[config.mk]
export PLATFORM = sky130hd
export DESIGN_NAME = branch_control_flat
export DESIGN_NICKNAME = d
export VERILOG_FILES = /design/src/rtl/branch_control_if.sv /design/src/rtl/branch_control.sv /design/src/flat_wrapper.sv
export SDC_FILE = /design/constraint.sdc
export NUM_CORES = 1
export LEC_CHECK = 0
export ABC_AREA = 1
export BUFFER_PORTS_ARGS = -buffer_cell sky130_fd_sc_hd__buf_2
export CAP_MARGIN = 20
export CORE_UTILIZATION = 25
export DETAILED_ROUTE_END_ITERATION = 8
export SLEW_MARGIN = 20
export SYNTH_ARGS = -nofsm -noshare
export SYNTH_HDL_FRONTEND = slang
export SYNTH_SLANG_ARGS = --single-unit
export TNS_END_PERCENT = 10
[constraint.sdc]
create_clock -name Clock -period 3.4 [get_ports Clock]
set_input_delay 0.68 -clock Clock [delete_from_list [all_inputs] [get_ports Clock]]
set_output_delay 0.68 -clock Clock [all_outputs]
set_load 0.05 [all_outputs]
[src/rtl/branch_control_if.sv]
// Purpose: bundles the decoded-op, flag and counter-control signals of branch_control.
// Latency: n/a (wires only).
// Backpressure: none; the stage signals busy to its producer through Flush.
interface branch_control_if #(
  parameter int ADDR_W      = 16,
  parameter int OFF_W       = 9,
  parameter int STACK_DEPTH = 8
);
  localparam int DEPTH_W = $clog2(STACK_DEPTH) + 1;

  // Decoded op side
  logic [ADDR_W-1:0]  PcValue;
  logic               InstrValid;
  logic [2:0]         Opcode;
  logic [1:0]         Cond;
  logic [ADDR_W-1:0]  Target;
  logic [OFF_W-1:0]   Offset;

  // ALU flag side
  logic               FlagsValid;
  logic               FlagZ;
  logic               FlagC;

  // Program counter control side
  logic               LoadEnable;
  logic [ADDR_W-1:0]  LoadValue;
  logic               OffsetEnable;
  logic [OFF_W-1:0]   OffsetOut;
  logic               Flush;
  logic [DEPTH_W-1:0] StackDepth;
  logic               StackError;

  // Producer of ops/flags, consumer of redirects
  modport master (
    output PcValue, InstrValid, Opcode, Cond, Target, Offset,
    output FlagsValid, FlagZ, FlagC,
    input  LoadEnable, LoadValue, OffsetEnable, OffsetOut,
    input  Flush, StackDepth, StackError
  );

  // The branch_control stage itself
  modport slave (
    input  PcValue, InstrValid, Opcode, Cond, Target, Offset,
    input  FlagsValid, FlagZ, FlagC,
    output LoadEnable, LoadValue, OffsetEnable, OffsetOut,
    output Flush, StackDepth, StackError
  );
endinterface

[src/rtl/branch_control.sv]
// Purpose: resolves JMP/BR/CALL/RET into program-counter load/offset pulses, keeps a
//   return-address stack and flushes wrong-path ops. Optional macro BRANCH_TRAP_EN
//   makes stack overflow/underflow redirect to TRAP_VECTOR.
// Latency: op accepted at edge N -> pulse in cycle N+1 -> Flush through N+1+FLUSH_CYCLES.
// Backpressure: none on input; ops presented while Flush is high are ignored.
module branch_control #(
  parameter int          ADDR_W       = 16,
  parameter int          OFF_W        = 9,
  parameter int          STACK_DEPTH  = 8,
  parameter int          FLUSH_CYCLES = 2,
  parameter int unsigned TRAP_VECTOR  = 32'h0000_FFF0
) (
  input  logic          Clock,
  input  logic          Reset,
  branch_control_if.slave bus
);

  localparam int PTR_W   = $clog2(STACK_DEPTH);
  localparam int DEPTH_W = PTR_W + 1;
  localparam int CNT_W   = (FLUSH_CYCLES > 1) ? $clog2(FLUSH_CYCLES) : 1;

  localparam logic [2:0] OP_JMP  = 3'd1;
  localparam logic [2:0] OP_BR   = 3'd2;
  localparam logic [2:0] OP_CALL = 3'd3;
  localparam logic [2:0] OP_RET  = 3'd4;

`ifdef BRANCH_TRAP_EN
  localparam logic [ADDR_W-1:0] TRAP_ADDR = ADDR_W'(TRAP_VECTOR);
`endif

  // Elaboration-time parameter sanity checks
  if (STACK_DEPTH < 2 || (STACK_DEPTH & (STACK_DEPTH - 1)) != 0) begin : g_bad_depth
    $error("branch_control: STACK_DEPTH must be a power of two >= 2");
  end
  if (FLUSH_CYCLES < 1) begin : g_bad_flush
    $error("branch_control: FLUSH_CYCLES must be >= 1");
  end
  if (ADDR_W < 32 && (TRAP_VECTOR >> ADDR_W) != 0) begin : g_bad_trap
    $error("branch_control: TRAP_VECTOR does not fit in ADDR_W bits");
  end

  typedef enum logic [1:0] {
    ST_IDLE     = 2'd0,
    ST_REDIRECT = 2'd1,
    ST_FLUSH    = 2'd2
  } state_e;

  state_e              state_q, state_d;
  logic [CNT_W-1:0]    cnt_q, cnt_d;
  logic                load_en_q, load_en_d;
  logic                off_en_q, off_en_d;
  logic [ADDR_W-1:0]   load_val_q, load_val_d;
  logic [OFF_W-1:0]    off_val_q, off_val_d;
  logic [DEPTH_W-1:0]  depth_q, depth_d;
  logic                err_q, err_d;
  logic                flag_z_q, flag_z_d;
  logic                flag_c_q, flag_c_d;
  logic [ADDR_W-1:0]   stack_q [STACK_DEPTH];

  logic                push_en;
  logic [ADDR_W-1:0]   ret_addr;
  logic [PTR_W-1:0]    top_idx;
  logic                stack_full;
  logic                stack_empty;
  logic                cond_ok;

  assign ret_addr    = bus.PcValue + ADDR_W'(1);
  assign top_idx     = PTR_W'(depth_q - DEPTH_W'(1));
  assign stack_full  = (depth_q == DEPTH_W'(STACK_DEPTH));
  assign stack_empty = (depth_q == '0);

  // Condition code against the flags registered before this cycle
  always_comb begin
    cond_ok = 1'b0;
    case (bus.Cond)
      2'd0:    cond_ok = 1'b1;
      2'd1:    cond_ok = flag_z_q;
      2'd2:    cond_ok = ~flag_z_q;
      default: cond_ok = flag_c_q;
    endcase
  end

  // FSM next state, redirect decode, stack bookkeeping and flag capture
  always_comb begin
    state_d    = state_q;
    cnt_d      = cnt_q;
    load_en_d  = 1'b0;
    off_en_d   = 1'b0;
    load_val_d = load_val_q;
    off_val_d  = off_val_q;
    depth_d    = depth_q;
    err_d      = err_q;
    flag_z_d   = flag_z_q;
    flag_c_d   = flag_c_q;
    push_en    = 1'b0;

    if (bus.FlagsValid) begin
      flag_z_d = bus.FlagZ;
      flag_c_d = bus.FlagC;
    end

    case (state_q)
      ST_IDLE: begin
        if (bus.InstrValid) begin
          case (bus.Opcode)
            OP_JMP: begin
              if (cond_ok) begin
                load_en_d  = 1'b1;
                load_val_d = bus.Target;
                state_d    = ST_REDIRECT;
              end
            end
            OP_BR: begin
              if (cond_ok) begin
                off_en_d  = 1'b1;
                off_val_d = bus.Offset;
                state_d   = ST_REDIRECT;
              end
            end
            OP_CALL: begin
              // CALL always redirects; a full stack only loses the return address
              load_en_d = 1'b1;
              state_d   = ST_REDIRECT;
              if (stack_full) begin
                err_d = 1'b1;
`ifdef BRANCH_TRAP_EN
                load_val_d = TRAP_ADDR;
`else
                load_val_d = bus.Target;
`endif
              end else begin
                push_en    = 1'b1;
                depth_d    = depth_q + DEPTH_W'(1);
                load_val_d = bus.Target;
              end
            end
            OP_RET: begin
              if (stack_empty) begin
                err_d = 1'b1;
`ifdef BRANCH_TRAP_EN
                load_en_d  = 1'b1;
                load_val_d = TRAP_ADDR;
                state_d    = ST_REDIRECT;
`endif
              end else begin
                load_en_d  = 1'b1;
                load_val_d = stack_q[top_idx];
                depth_d    = depth_q - DEPTH_W'(1);
                state_d    = ST_REDIRECT;
              end
            end
            default: ;
          endcase
        end
      end
      ST_REDIRECT: begin
        state_d = ST_FLUSH;
        cnt_d   = CNT_W'(FLUSH_CYCLES - 1);
      end
      ST_FLUSH: begin
        if (cnt_q == '0) begin
          state_d = ST_IDLE;
        end else begin
          cnt_d = cnt_q - CNT_W'(1);
        end
      end
      default: state_d = ST_IDLE;
    endcase
  end

  // State and control registers; reset aborts any redirect or flush in progress
  always_ff @(posedge Clock or posedge Reset) begin
    if (Reset) begin
      state_q    <= ST_IDLE;
      cnt_q      <= '0;
      load_en_q  <= 1'b0;
      off_en_q   <= 1'b0;
      load_val_q <= '0;
      off_val_q  <= '0;
      depth_q    <= '0;
      err_q      <= 1'b0;
      flag_z_q   <= 1'b0;
      flag_c_q   <= 1'b0;
    end else begin
      state_q    <= state_d;
      cnt_q      <= cnt_d;
      load_en_q  <= load_en_d;
      off_en_q   <= off_en_d;
      load_val_q <= load_val_d;
      off_val_q  <= off_val_d;
      depth_q    <= depth_d;
      err_q      <= err_d;
      flag_z_q   <= flag_z_d;
      flag_c_q   <= flag_c_d;
    end
  end

  // Return-address storage; contents above depth_q are don't-care so no reset
  always_ff @(posedge Clock) begin
    if (push_en) begin
      stack_q[depth_q[PTR_W-1:0]] <= ret_addr;
    end
  end

  // Address/offset are forced to zero outside their pulse so idle outputs stay quiet
  assign bus.LoadEnable   = load_en_q;
  assign bus.LoadValue    = load_en_q ? load_val_q : '0;
  assign bus.OffsetEnable = off_en_q;
  assign bus.OffsetOut    = off_en_q ? off_val_q : '0;
  assign bus.Flush        = (state_q != ST_IDLE);
  assign bus.StackDepth   = depth_q;
  assign bus.StackError   = err_q;

  // The two counter commands are mutually exclusive and only issued in REDIRECT
  a_one_pulse: assert property (@(posedge Clock) disable iff (Reset)
    !(load_en_q && off_en_q));
  a_pulse_in_redirect: assert property (@(posedge Clock) disable iff (Reset)
    (load_en_q || off_en_q) |-> (state_q == ST_REDIRECT));

endmodule

[src/flat_wrapper.sv]
// flat-port wrapper written by rule: the top's interface ports become plain ports
module branch_control_flat 
#(
  parameter int          ADDR_W       = 16,
  parameter int          OFF_W        = 9,
  parameter int          STACK_DEPTH  = 8,
  parameter int          FLUSH_CYCLES = 2,
  parameter int unsigned TRAP_VECTOR  = 32'h0000_FFF0
)
  (Clock, Reset, bus_PcValue, bus_InstrValid, bus_Opcode, bus_Cond, bus_Target, bus_Offset, bus_FlagsValid, bus_FlagZ, bus_FlagC, bus_LoadEnable, bus_LoadValue, bus_OffsetEnable, bus_OffsetOut, bus_Flush, bus_StackDepth, bus_StackError);
  branch_control_if #(.ADDR_W(ADDR_W), .OFF_W(OFF_W), .STACK_DEPTH(STACK_DEPTH)) bus_i ();
  input  logic Clock;
  input  logic Reset;
  input wire logic [$bits(bus_i.PcValue)-1:0] bus_PcValue;
  input wire logic [$bits(bus_i.InstrValid)-1:0] bus_InstrValid;
  input wire logic [$bits(bus_i.Opcode)-1:0] bus_Opcode;
  input wire logic [$bits(bus_i.Cond)-1:0] bus_Cond;
  input wire logic [$bits(bus_i.Target)-1:0] bus_Target;
  input wire logic [$bits(bus_i.Offset)-1:0] bus_Offset;
  input wire logic [$bits(bus_i.FlagsValid)-1:0] bus_FlagsValid;
  input wire logic [$bits(bus_i.FlagZ)-1:0] bus_FlagZ;
  input wire logic [$bits(bus_i.FlagC)-1:0] bus_FlagC;
  output wire logic [$bits(bus_i.LoadEnable)-1:0] bus_LoadEnable;
  output wire logic [$bits(bus_i.LoadValue)-1:0] bus_LoadValue;
  output wire logic [$bits(bus_i.OffsetEnable)-1:0] bus_OffsetEnable;
  output wire logic [$bits(bus_i.OffsetOut)-1:0] bus_OffsetOut;
  output wire logic [$bits(bus_i.Flush)-1:0] bus_Flush;
  output wire logic [$bits(bus_i.StackDepth)-1:0] bus_StackDepth;
  output wire logic [$bits(bus_i.StackError)-1:0] bus_StackError;
  assign bus_i.PcValue = bus_PcValue;
  assign bus_i.InstrValid = bus_InstrValid;
  assign bus_i.Opcode = bus_Opcode;
  assign bus_i.Cond = bus_Cond;
  assign bus_i.Target = bus_Target;
  assign bus_i.Offset = bus_Offset;
  assign bus_i.FlagsValid = bus_FlagsValid;
  assign bus_i.FlagZ = bus_FlagZ;
  assign bus_i.FlagC = bus_FlagC;
  assign bus_LoadEnable = bus_i.LoadEnable;
  assign bus_LoadValue = bus_i.LoadValue;
  assign bus_OffsetEnable = bus_i.OffsetEnable;
  assign bus_OffsetOut = bus_i.OffsetOut;
  assign bus_Flush = bus_i.Flush;
  assign bus_StackDepth = bus_i.StackDepth;
  assign bus_StackError = bus_i.StackError;
  branch_control #(.ADDR_W(ADDR_W), .OFF_W(OFF_W), .STACK_DEPTH(STACK_DEPTH), .FLUSH_CYCLES(FLUSH_CYCLES), .TRAP_VECTOR(TRAP_VECTOR)) u_core (.Clock(Clock), .Reset(Reset), .bus(bus_i));
endmodule
==> flow_summary.html, run 1 <==
<table>
<tr><th>Metric</th><th>Value</th></tr>
<tr><th colspan="2">Status</th></tr>
<tr><td>Run status</td><td>finished, final reports clean</td></tr>
<tr><th colspan="2">Finish</th></tr>
<tr><td>Cell area after layout</td><td>8920 um2</td></tr>
<tr><td>Final #Nets</td><td>909</td></tr>
<tr><td>Growth of design area from synthesis to finish</td><td>19.1%</td></tr>
<tr><td>End-of-flow core utilization</td><td>0.302</td></tr>
<tr><td>Multi-input gate area</td><td>2330 um2</td></tr>
<tr><td>Share of cells above drive strength 1</td><td>0.171</td></tr>
<tr><td>Diode count</td><td>0</td></tr>
<tr><td>Seq. cell area</td><td>4770 um2</td></tr>
<tr><td>Most common library cell in the layout ignoring fill and taps</td><td>nand2_1</td></tr>
<tr><td>Filler Cells Inserted</td><td>3099</td></tr>
<tr><td>Commonest cells after routing, fill and taps aside</td><td>nand2_1, edfxtp_1, buf_2, nand3_1, inv_1</td></tr>
<tr><th colspan="2">Yosys</th></tr>
<tr><td>Cell accounting for the most synthesized area</td><td>edfxtp_1</td></tr>
<tr><td>EDFF count, synth</td><td>~130</td></tr>
<tr><td>Synth Register Bits</td><td>165</td></tr>
<tr><td>Netlist area before placement</td><td>7490 um2</td></tr>
<tr><td>Mean cell area of the mapped netlist</td><td>9.75 um2</td></tr>
<tr><td>Yosys warns</td><td>0</td></tr>
<tr><td>Leading register cell type out of synthesis</td><td>edfxtp_1</td></tr>
<tr><td>Area share of the largest cell type after synthesis</td><td>0.513</td></tr>
<tr><td>Fraction of registers with async set/reset</td><td>0.224</td></tr>
<tr><td>Cell types occupying the most area after synthesis</td><td>edfxtp_1, nand2_1, dfrtp_1</td></tr>
<tr><td>Distinct cells, synth</td><td>33</td></tr>
<tr><td>Post-synth net total</td><td>826</td></tr>
<tr><td>Sequential fraction of the synthesis area</td><td>0.637</td></tr>
<tr><td>Number of standard cells after synthesis</td><td>around 770</td></tr>
<tr><th colspan="2">CTS</th></tr>
<tr><td>Hold buffers post-CTS</td><td>0</td></tr>
<tr><td>Clock Latency Late Sink</td><td>around 420 ps</td></tr>
<tr><td>Number of buffers inserted by post-CTS setup repair</td><td>0</td></tr>
<tr><td>TritonCTS clock tree</td><td>done</td></tr>
<tr><td>Gates resized, CTS repair</td><td>0</td></tr>
<tr><td>Maximum buffer depth of the clock tree</td><td>2</td></tr>
<tr><td>CTS sink count</td><td>165</td></tr>
<tr><td>CTS clk-pin slew, worst paths</td><td>60 ps</td></tr>
<tr><td>Buffer type at the clock tree root</td><td>clkbuf_16</td></tr>
<tr><td>CTS buffer count</td><td>17</td></tr>
<tr><td>Max H-tree Level</td><td>4</td></tr>
<tr><th colspan="2">Global routing</th></tr>
<tr><td>Global-route wire length before repair</td><td>29200 um</td></tr>
<tr><td>Number of antenna violations at the first check in global routing</td><td>0</td></tr>
<tr><td>GRT Total Usage</td><td>0.125</td></tr>
<tr><td>Maximum number of pins on one net before global-route repair</td><td>80</td></tr>
<tr><td>Vias in the first global route</td><td>4992</td></tr>
<tr><td>Global route overflow</td><td>0</td></tr>
<tr><th colspan="2">Placed design</th></tr>
<tr><td>Cell area reported after detailed placement</td><td>8360 um2</td></tr>
<tr><td>Routability congestion estimate</td><td>0.757</td></tr>
<tr><td>Pre-CTS setup slack</td><td>924 ps</td></tr>
<tr><td>Final HPWL from detailed placement</td><td>12000 um</td></tr>
<tr><td>Port-buffer cells</td><td>84</td></tr>
<tr><th colspan="2">Flow run</th></tr>
<tr><td>Max Cap Violations</td><td>0</td></tr>
<tr><th colspan="2">Timing</th></tr>
<tr><td>Hold_ws</td><td>384 ps</td></tr>
<tr><td>Actual transition at the worst max-transition pin</td><td>861 ps</td></tr>
<tr><td>Worst setup slack after layout</td><td>830 ps</td></tr>
<tr><td>Total count of max-transition violations in the final report</td><td>0</td></tr>
<tr><td>Setup-failing EPs final</td><td>0</td></tr>
<tr><td>Setup repair after global routing missed its margin</td><td>false</td></tr>
<tr><td>Number of endpoints with negative hold slack in the final report</td><td>0</td></tr>
<tr><td>Sum of negative setup slack</td><td>0 ps</td></tr>
<tr><td>Final critical-path required period</td><td>2570 ps</td></tr>
<tr><td>FMAX</td><td>389 MHz</td></tr>
<tr><td>Rel. slew slack</td><td>0.426</td></tr>
<tr><td>Worst clock skew on the final layout</td><td>8.91 ps</td></tr>
<tr><td>Share of the cycle needed by the critical path after routing</td><td>0.756</td></tr>
<tr><th colspan="2">Setup path</th></tr>
<tr><td>Cell with the largest stage delay on the worst path</td><td>buf_4</td></tr>
<tr><td>Kind of cell with the highest combined delay on the critical path</td><td>buffers and inverters</td></tr>
<tr><td>Peak fanout along the critical path</td><td>79</td></tr>
<tr><td>Endpoint kind of the worst setup timing path</td><td>output pin</td></tr>
<tr><td>Worst Path Buf+Inv</td><td>2</td></tr>
<tr><td>Critical setup path kind</td><td>reg -&gt; out</td></tr>
<tr><td>Crit-path max cell delay</td><td>620 ps</td></tr>
<tr><td>Depth of the critical timing path with buffers and inverters included</td><td>2</td></tr>
<tr><td>Beginning of the critical path</td><td>u_core.bus.StackDepth[0]</td></tr>
<tr><td>Critical path arrival</td><td>1890 ps</td></tr>
<tr><td>Critical Path, Cell by Cell</td><td>buf_4 -&gt; buf_2</td></tr>
<tr><td>Required time of the worst setup path</td><td>2720 ps</td></tr>
<tr><td>Startpoint Class</td><td>flop</td></tr>
<tr><td>Worst Reg2Reg Path Length in Cells</td><td>9</td></tr>
<tr><td>Reg-to-reg startpoint</td><td>u_core.bus.StackDepth[0]</td></tr>
<tr><th colspan="2">Die</th></tr>
<tr><td>Initial core utilization</td><td>0.253</td></tr>
<tr><td>Floorplan Core Area</td><td>29600 um2</td></tr>
<tr><td>Floorplan die height</td><td>between 150 and 200 um</td></tr>
<tr><td>Floorplan die area</td><td>30700 um2</td></tr>
<tr><td>Width of the die</td><td>175 um</td></tr>
<tr><td>I/O pin count</td><td>85</td></tr>
<tr><td>Placement Rows</td><td>63</td></tr>
<tr><th colspan="2">Routing</th></tr>
<tr><td>Detailed Route Iter0 Violations</td><td>between 500 and 600</td></tr>
<tr><td>Vias/cell</td><td>4.30</td></tr>
<tr><td>Number of DRC violations after detailed routing</td><td>0</td></tr>
<tr><td>Post-detailed-routing wire length</td><td>18800 um</td></tr>
<tr><td>Wirelength per Cell</td><td>15.0 um</td></tr>
<tr><td>Post-route antenna net violation count</td><td>0</td></tr>
<tr><td>Vias post-DR</td><td>5390</td></tr>
<tr><td>Detailed-router iteration count before antenna repair</td><td>5</td></tr>
<tr><th colspan="2">Power and ir drop</th></tr>
<tr><td>Highest ir drop seen on vdd</td><td>~0.49 mV</td></tr>
<tr><td>Standby leakage power</td><td>about 3.9 nW</td></tr>
<tr><td>Cell Pwr Density</td><td>about 730 nW/um2</td></tr>
<tr><th colspan="2">Hold path</th></tr>
<tr><td>Class of the tightest hold or removal check</td><td>in -&gt; async</td></tr>
</table>
per-stage QoR:
step / std cells / power [mW]
final: 1254 / 6.50
after global routing: 1254 / 6.92
after CTS: 1254 / 6.55
after detailed placement: 1222 / 4.71
after global placement: 1222 / 4.69
after floorplan: 768 / 4.13
final cells by class:
class / instances / share of cell area
Multi-Input combinational cell: 503 / 0.261
Sequential cell: 165 / 0.535
Tap cell: 390 / 0.0547
Timing Repair Buffer: 96 / 0.0572
Clock buffer: 20 / 0.0501
Inverter: 68 / 0.0286
Clock inverter: 12 / 0.0135
cell usage after synthesis (2+ instances only):
cell type and count:
buf_6 2, nand2_1 301, nand3_1 66, inv_1 63
a21oi_1 2, nor2_1 38, nand2_2 2, dfrtp_1 37
xor2_1 12, clkbuf_1 14, nand2_4 2, inv_2 4
o21ai_0 30, nor2_4 2, o211ai_1 11, nor2_2 3
ha_1 6, buf_2 11, nor3_1 6, buf_4 4
nand4_1 2, o21ai_1 8, nand3b_1 2, edfxtp_1 128
xnor2_1 4
final timing paths:
check,end,slack (ps)
min reg2reg,u_core.bus.StackError,470
min,u_core.flag_c_q,380
max reg2reg,u_core.load_val_q[8],1040
max,bus_StackDepth[0],830
max in group asynchronous,u_core.bus.StackDepth[0],2630
min in group Clock,u_core.off_val_q[4],460
cells by family after synthesis:
family	count (synthesis)	synth area share
XOR/XNOR	16	0.0187
AND/OR/NAND/NOR	428	0.238
flip-flops	165	0.637
AO/OA/AOI/OAI	53	0.0411
buffers and inverters	100	0.0560
adder cells (fa/ha/maj)	6	0.0100
worst min-delay path, delay by kind of cell:
family	cells	cell delay, ps
buffers and inverters	3	570
sequential cells by signal (all words and copies together), names as in the netlist, 2 cells and up:
signal	count
u_core.stack_q	128
u_core.load_val_q	16
u_core.off_val_q	9
u_core.bus.StackDepth	4
u_core.state_q	2
power breakdown:
group          internal [mW]  switching [mW]
Sequential              2.39           0.171
Clock                   1.04           0.805
Combinational          0.583            1.51
routing by layer:
layer / track usage / vias to the layer above / wire (um)
met2: 0.183 / 184 / 8170
li1: - / 2672 / -
met3: 0.0285 / 2 / 1270
met1: 0.188 / 2532 / 9390
met4: 0.0199 / 0 / 10
met5: 0 / - / 0
Note: power is estimated with default switching activity, not from simulation.
==> run 2: changes to the inputs <==
- ABC_AREA: 1 -> 0
- clock period: 3.4 -> 2.2 ns (I/O delays scaled with it)
==> run 2 against run 1 <==
Effect of this change:
- the run now ends with negative setup slack left
- utilization up 2.8 points
- register-to-register slack got worse by 1000 ps
- die area decreased by 3.0%
- routed wire length is 0.70% lower
- final cell count shrank 18%
==> flow_summary.html, run 2 <==
<table>
<tr><th>Metric</th><th>Value</th></tr>
<tr><th colspan="2">Yosys</th></tr>
<tr><td>Leading register cell type out of synthesis</td><td>edfxtp_1</td></tr>
<tr><td>Distinct cells, synth</td><td>46 (+39%)</td></tr>
<tr><td>Sequential fraction of the synthesis area</td><td>0.656 (+0.0197)</td></tr>
<tr><td>Cell accounting for the most synthesized area</td><td>edfxtp_1</td></tr>
<tr><td>Yosys warns</td><td>0 (unchanged)</td></tr>
<tr><td>Synth Register Bits</td><td>165 (unchanged)</td></tr>
<tr><td>Library cell with the highest instance count after synthesis</td><td>edfxtp_1</td></tr>
<tr><td>Most instantiated cells after synthesis</td><td>edfxtp_1, and2_1, a2111oi_0, dfrtp_1, clkbuf_1</td></tr>
<tr><td>EDFF count, synth</td><td>128 (unchanged)</td></tr>
<tr><td>Mean cell area of the mapped netlist</td><td>14.2 um2 (+45%)</td></tr>
<tr><td>Netlist area before placement</td><td>7270 um2 (-3.0%)</td></tr>
<tr><td>Fraction of registers with async set/reset</td><td>0.224 (unchanged)</td></tr>
<tr><td>Post-synth net total</td><td>571 (-31%)</td></tr>
<tr><td>Area share of the largest cell type after synthesis</td><td>0.529 (+0.0159)</td></tr>
<tr><td>Number of standard cells after synthesis</td><td>513 (-33%)</td></tr>
<tr><td>Cell types occupying the most area after synthesis</td><td>edfxtp_1, dfrtp_1, and2_1</td></tr>
<tr><th colspan="2">Routing</th></tr>
<tr><td>Detailed Route Iter0 Violations</td><td>534 (-9.5%)</td></tr>
<tr><td>Vias post-DR</td><td>4881 (-9.4%)</td></tr>
<tr><td>Wirelength per Cell</td><td>18.2 um (+21%)</td></tr>
<tr><td>Post-detailed-routing wire length</td><td>18700 um (-0.70%)</td></tr>
<tr><td>Post-route antenna net violation count</td><td>0 (unchanged)</td></tr>
<tr><td>Vias/cell</td><td>4.74 (+10%)</td></tr>
<tr><td>Detailed-router iteration count before antenna repair</td><td>4 (-1)</td></tr>
<tr><td>Number of DRC violations after detailed routing</td><td>0 (unchanged)</td></tr>
<tr><th colspan="2">Timing</th></tr>
<tr><td>Share of the cycle needed by the critical path after routing</td><td>1.00</td></tr>
<tr><td>Total count of max-transition violations in the final report</td><td>0 (unchanged)</td></tr>
<tr><td>Setup-failing EPs final</td><td>1 (+1)</td></tr>
<tr><td>Setup repair after global routing missed its margin</td><td>true</td></tr>
<tr><td>Worst setup slack after layout</td><td>-1.98 ps (-832 ps)</td></tr>
<tr><td>FMAX</td><td>~450 MHz</td></tr>
<tr><td>Number of endpoints with negative hold slack in the final report</td><td>0 (unchanged)</td></tr>
<tr><td>Final critical-path required period</td><td>2200 ps</td></tr>
<tr><td>Rel. slew slack</td><td>0.466 (+0.0397)</td></tr>
<tr><td>Actual transition at the worst max-transition pin</td><td>795 ps (-65.3 ps)</td></tr>
<tr><td>Worst clock skew on the final layout</td><td>9.40 ps (+0.495 ps)</td></tr>
<tr><th colspan="2">Setup path</th></tr>
<tr><td>Critical setup path kind</td><td>reg -&gt; reg</td></tr>
<tr><td>Kind of cell with the highest combined delay on the critical path</td><td>compound AO/OA/AOI/OAI gates</td></tr>
<tr><td>Cell with the largest stage delay on the worst path</td><td>a2111oi_1</td></tr>
<tr><td>Startpoint Class</td><td>flop</td></tr>
<tr><td>R2r endpoint</td><td>u_core.load_val_q[12]</td></tr>
<tr><td>Critical path arrival</td><td>2510 ps (+620 ps)</td></tr>
<tr><td>Required time of the worst setup path</td><td>2510 ps (-210 ps)</td></tr>
<tr><td>Crit-path max cell delay</td><td>480 ps (-140 ps)</td></tr>
<tr><td>Reg-to-reg startpoint</td><td>u_core.bus.StackDepth[1]</td></tr>
<tr><td>Depth of the critical timing path with buffers and inverters included</td><td>8 (+6)</td></tr>
<tr><td>Endpoint kind of the worst setup timing path</td><td>flop</td></tr>
<tr><td>Worst Path Buf+Inv</td><td>4 (+2)</td></tr>
<tr><td>Worst Reg2Reg Path Length in Cells</td><td>8 (-1)</td></tr>
<tr><td>Reg2reg setup slack</td><td>-2 ps (-1040 ps)</td></tr>
<tr><td>Critical Path, Cell by Cell</td><td>inv_2 -&gt; ha_4 -&gt; clkinvlp_4 -&gt; buf_12 -&gt; a2111oi_1 -&gt; o41ai_1 -&gt; buf_4 -&gt; o221a_1</td></tr>
<tr><td>Peak fanout along the critical path</td><td>22 (-72%)</td></tr>
<tr><th colspan="2">Die</th></tr>
<tr><td>Width of the die</td><td>172 um (-1.5%)</td></tr>
<tr><td>I/O pin count</td><td>85 (unchanged)</td></tr>
<tr><td>Placement Rows</td><td>62 (-1.6%)</td></tr>
<tr><td>Floorplan Core Area</td><td>28600 um2 (-3.2%)</td></tr>
<tr><td>Floorplan die height</td><td>172 um (-1.5%)</td></tr>
<tr><td>Floorplan die area</td><td>29700 um2 (-3.0%)</td></tr>
<tr><td>Initial core utilization</td><td>0.254 (+0.000407)</td></tr>
<tr><th colspan="2">Global routing</th></tr>
<tr><td>Maximum number of pins on one net before global-route repair</td><td>45 (-44%)</td></tr>
<tr><td>Global-route wire length before repair</td><td>27600 um (-5.5%)</td></tr>
<tr><td>Global route overflow</td><td>0 (unchanged)</td></tr>
<tr><td>Number of antenna violations at the first check in global routing</td><td>0 (unchanged)</td></tr>
<tr><td>GRT Total Usage</td><td>0.127 (+0.00207)</td></tr>
<tr><td>Vias in the first global route</td><td>4811 (-3.6%)</td></tr>
<tr><th colspan="2">Hold path</th></tr>
<tr><td>Class of the tightest hold or removal check</td><td>in -&gt; async</td></tr>
<tr><th colspan="2">Power and ir drop</th></tr>
<tr><td>Portion of total power attributed to the clock network</td><td>0.273 (-0.011)</td></tr>
<tr><td>Highest ir drop seen on vdd</td><td>0.789 mV (+61%)</td></tr>
<tr><td>Standby leakage power</td><td>3.32 nW (-15%)</td></tr>
<tr><td>Cell Pwr Density</td><td>1230 nW/um2 (+69%)</td></tr>
<tr><td>Pint</td><td>7.46 mW (+86%)</td></tr>
<tr><td>Portion of total power attributed to combinational logic</td><td>0.391 (+0.069)</td></tr>
<tr><td>Sw Pwr</td><td>4.13 mW (+66%)</td></tr>
<tr><td>Switching portion of total power</td><td>0.357 (-0.0259)</td></tr>
<tr><td>Seq pwr share</td><td>0.336 (-0.058)</td></tr>
<tr><td>Power, Total</td><td>11.6 mW (+78%)</td></tr>
<tr><th colspan="2">CTS</th></tr>
<tr><td>TritonCTS clock tree</td><td>done</td></tr>
<tr><td>Max H-tree Level</td><td>4 (unchanged)</td></tr>
<tr><td>Buffer type at the clock tree root</td><td>clkbuf_16</td></tr>
<tr><td>CTS clk-pin slew, worst paths</td><td>60 ps (about the same)</td></tr>
<tr><td>CTS sink count</td><td>165 (unchanged)</td></tr>
<tr><td>Clock Latency Late Sink</td><td>430 ps (about the same)</td></tr>
<tr><td>CTS buffer count</td><td>17 (unchanged)</td></tr>
<tr><td>Maximum buffer depth of the clock tree</td><td>2 (unchanged)</td></tr>
<tr><th colspan="2">Placed design</th></tr>
<tr><td>Routability congestion estimate</td><td>0.715 (-5.5%)</td></tr>
<tr><td>Number of cells in the design after placement</td><td>994 (-19%)</td></tr>
<tr><td>Port-buffer cells</td><td>84 (unchanged)</td></tr>
<tr><td>Final HPWL from detailed placement</td><td>11400 um (-5.1%)</td></tr>
<tr><th colspan="2">Finish</th></tr>
<tr><td>Diode count</td><td>0 (unchanged)</td></tr>
<tr><td>Max reg flops</td><td>128 (unchanged)</td></tr>
<tr><td>Share of cells above drive strength 1</td><td>0.324 (+0.152)</td></tr>
<tr><td>Commonest cells after routing, fill and taps aside</td><td>edfxtp_1, and2_1, buf_2, a2111oi_0, buf_4</td></tr>
<tr><td>Most common library cell in the layout ignoring fill and taps</td><td>edfxtp_1</td></tr>
<tr><td>Final std cells w/o fill</td><td>1030 (-18%)</td></tr>
<tr><td>Final #Nets</td><td>691 (-24%)</td></tr>
<tr><td>Growth of design area from synthesis to finish</td><td>29.9%</td></tr>
<tr><th colspan="2">Status</th></tr>
<tr><td>Failing checks</td><td>negative setup slack</td></tr>
<tr><td>Run status</td><td>complete, but fails checks</td></tr>
<tr><th colspan="2">Flow run</th></tr>
<tr><td>Max Cap Violations</td><td>0 (unchanged)</td></tr>
</table>
## run 2: worst max-delay path by stage
stage | start | end | slack, ps
after global routing | u_core.bus.StackDepth[1] | u_core.load_val_q[9] | -50
after CTS | u_core.bus.StackDepth[1] | u_core.load_val_q[1] | 0.2
final | u_core.bus.StackDepth[1] | u_core.load_val_q[12] | -2
after detailed placement | u_core.bus.StackDepth[1] | u_core.load_val_q[1] | 30
after floorplan | u_core.bus.StackDepth[0] | u_core.stack_q[1][0] | -320
after global placement | u_core.bus.StackDepth[1] | u_core.load_val_q[1] | 20
## run 2: metrics by stage
stage | setup slack, ps | hold WS [ps] | instance area (um2) | TNS [ps] | utilization
after CTS | 0.185 | 128 | 9310 | 0 | 0.325
after global routing | -50.1 | 151 | 9440 | -148 | 0.330
after global placement | 15.6 | 441 | 8680 | 0 | 0.303
final | -1.98 | 126 | 9440 | -1.98 | 0.330
after floorplan | -323 | 471 | 7390 | -14920 | -
after detailed placement | 33.2 | 450 | 8680 | 0 | 0.303
## run 2: timing repair
item | 4_1_cts | 5_1_grt
gates resized for setup | 0 | 24
buffers inserted | 0 | 2
endpoints found under the setup margin | 0 | 8
hold buffers | 0 | 0
## run 2: metal layers
| layer | vias to the layer above | track usage | share of wire |
|---|---|---|---|
| met5 | - | 0 | 0 |
| met4 | 0 | 0.0323 | 0.0074 |
| met3 | 10 | 0.0417 | 0.071 |
| met2 | 148 | 0.201 | 0.46 |
| met1 | 2443 | 0.166 | 0.46 |
| li1 | 2280 | - | - |
## run 2: logic make-up after synthesis
kind of cell    synth area share
fa+ha+maj                 0.0103
compound gates             0.143
simple gates               0.118
mux                       0.0214
xor+xnor                  0.0229
flops                      0.656
buf+inv                   0.0279
## run 2: layout make-up
class                      count  area, um2
multi-input combinational    299       2460
sequential                   165       4770
timing repair buffer         137       1040
inverter                      13       52.6
fill                        2777      19200
clock inverter                14        199
clock buffer                  18        429
tap                          384        480
## run 2: worst register-to-register path, delay by kind of cell, from the launching register on
family | cells | cell delay (ps)
flops | 1 | 370
buf+inv | 4 | 610
fa+ha+maj | 1 | 310
compound gates | 3 | 800
## run 2: power by group through the flow
stage / Combinational [mW] / Sequential, mW / Clock, mW
finish: 4.53 / 3.89 / 3.17
floorplan: 2.46 / 4.06 / 0
detailed placement: 4.04 / 3.96 / 0
global route: 4.89 / 3.94 / 3.35
global placement: 4.00 / 3.94 / 0
CTS: 4.04 / 3.89 / 3.22
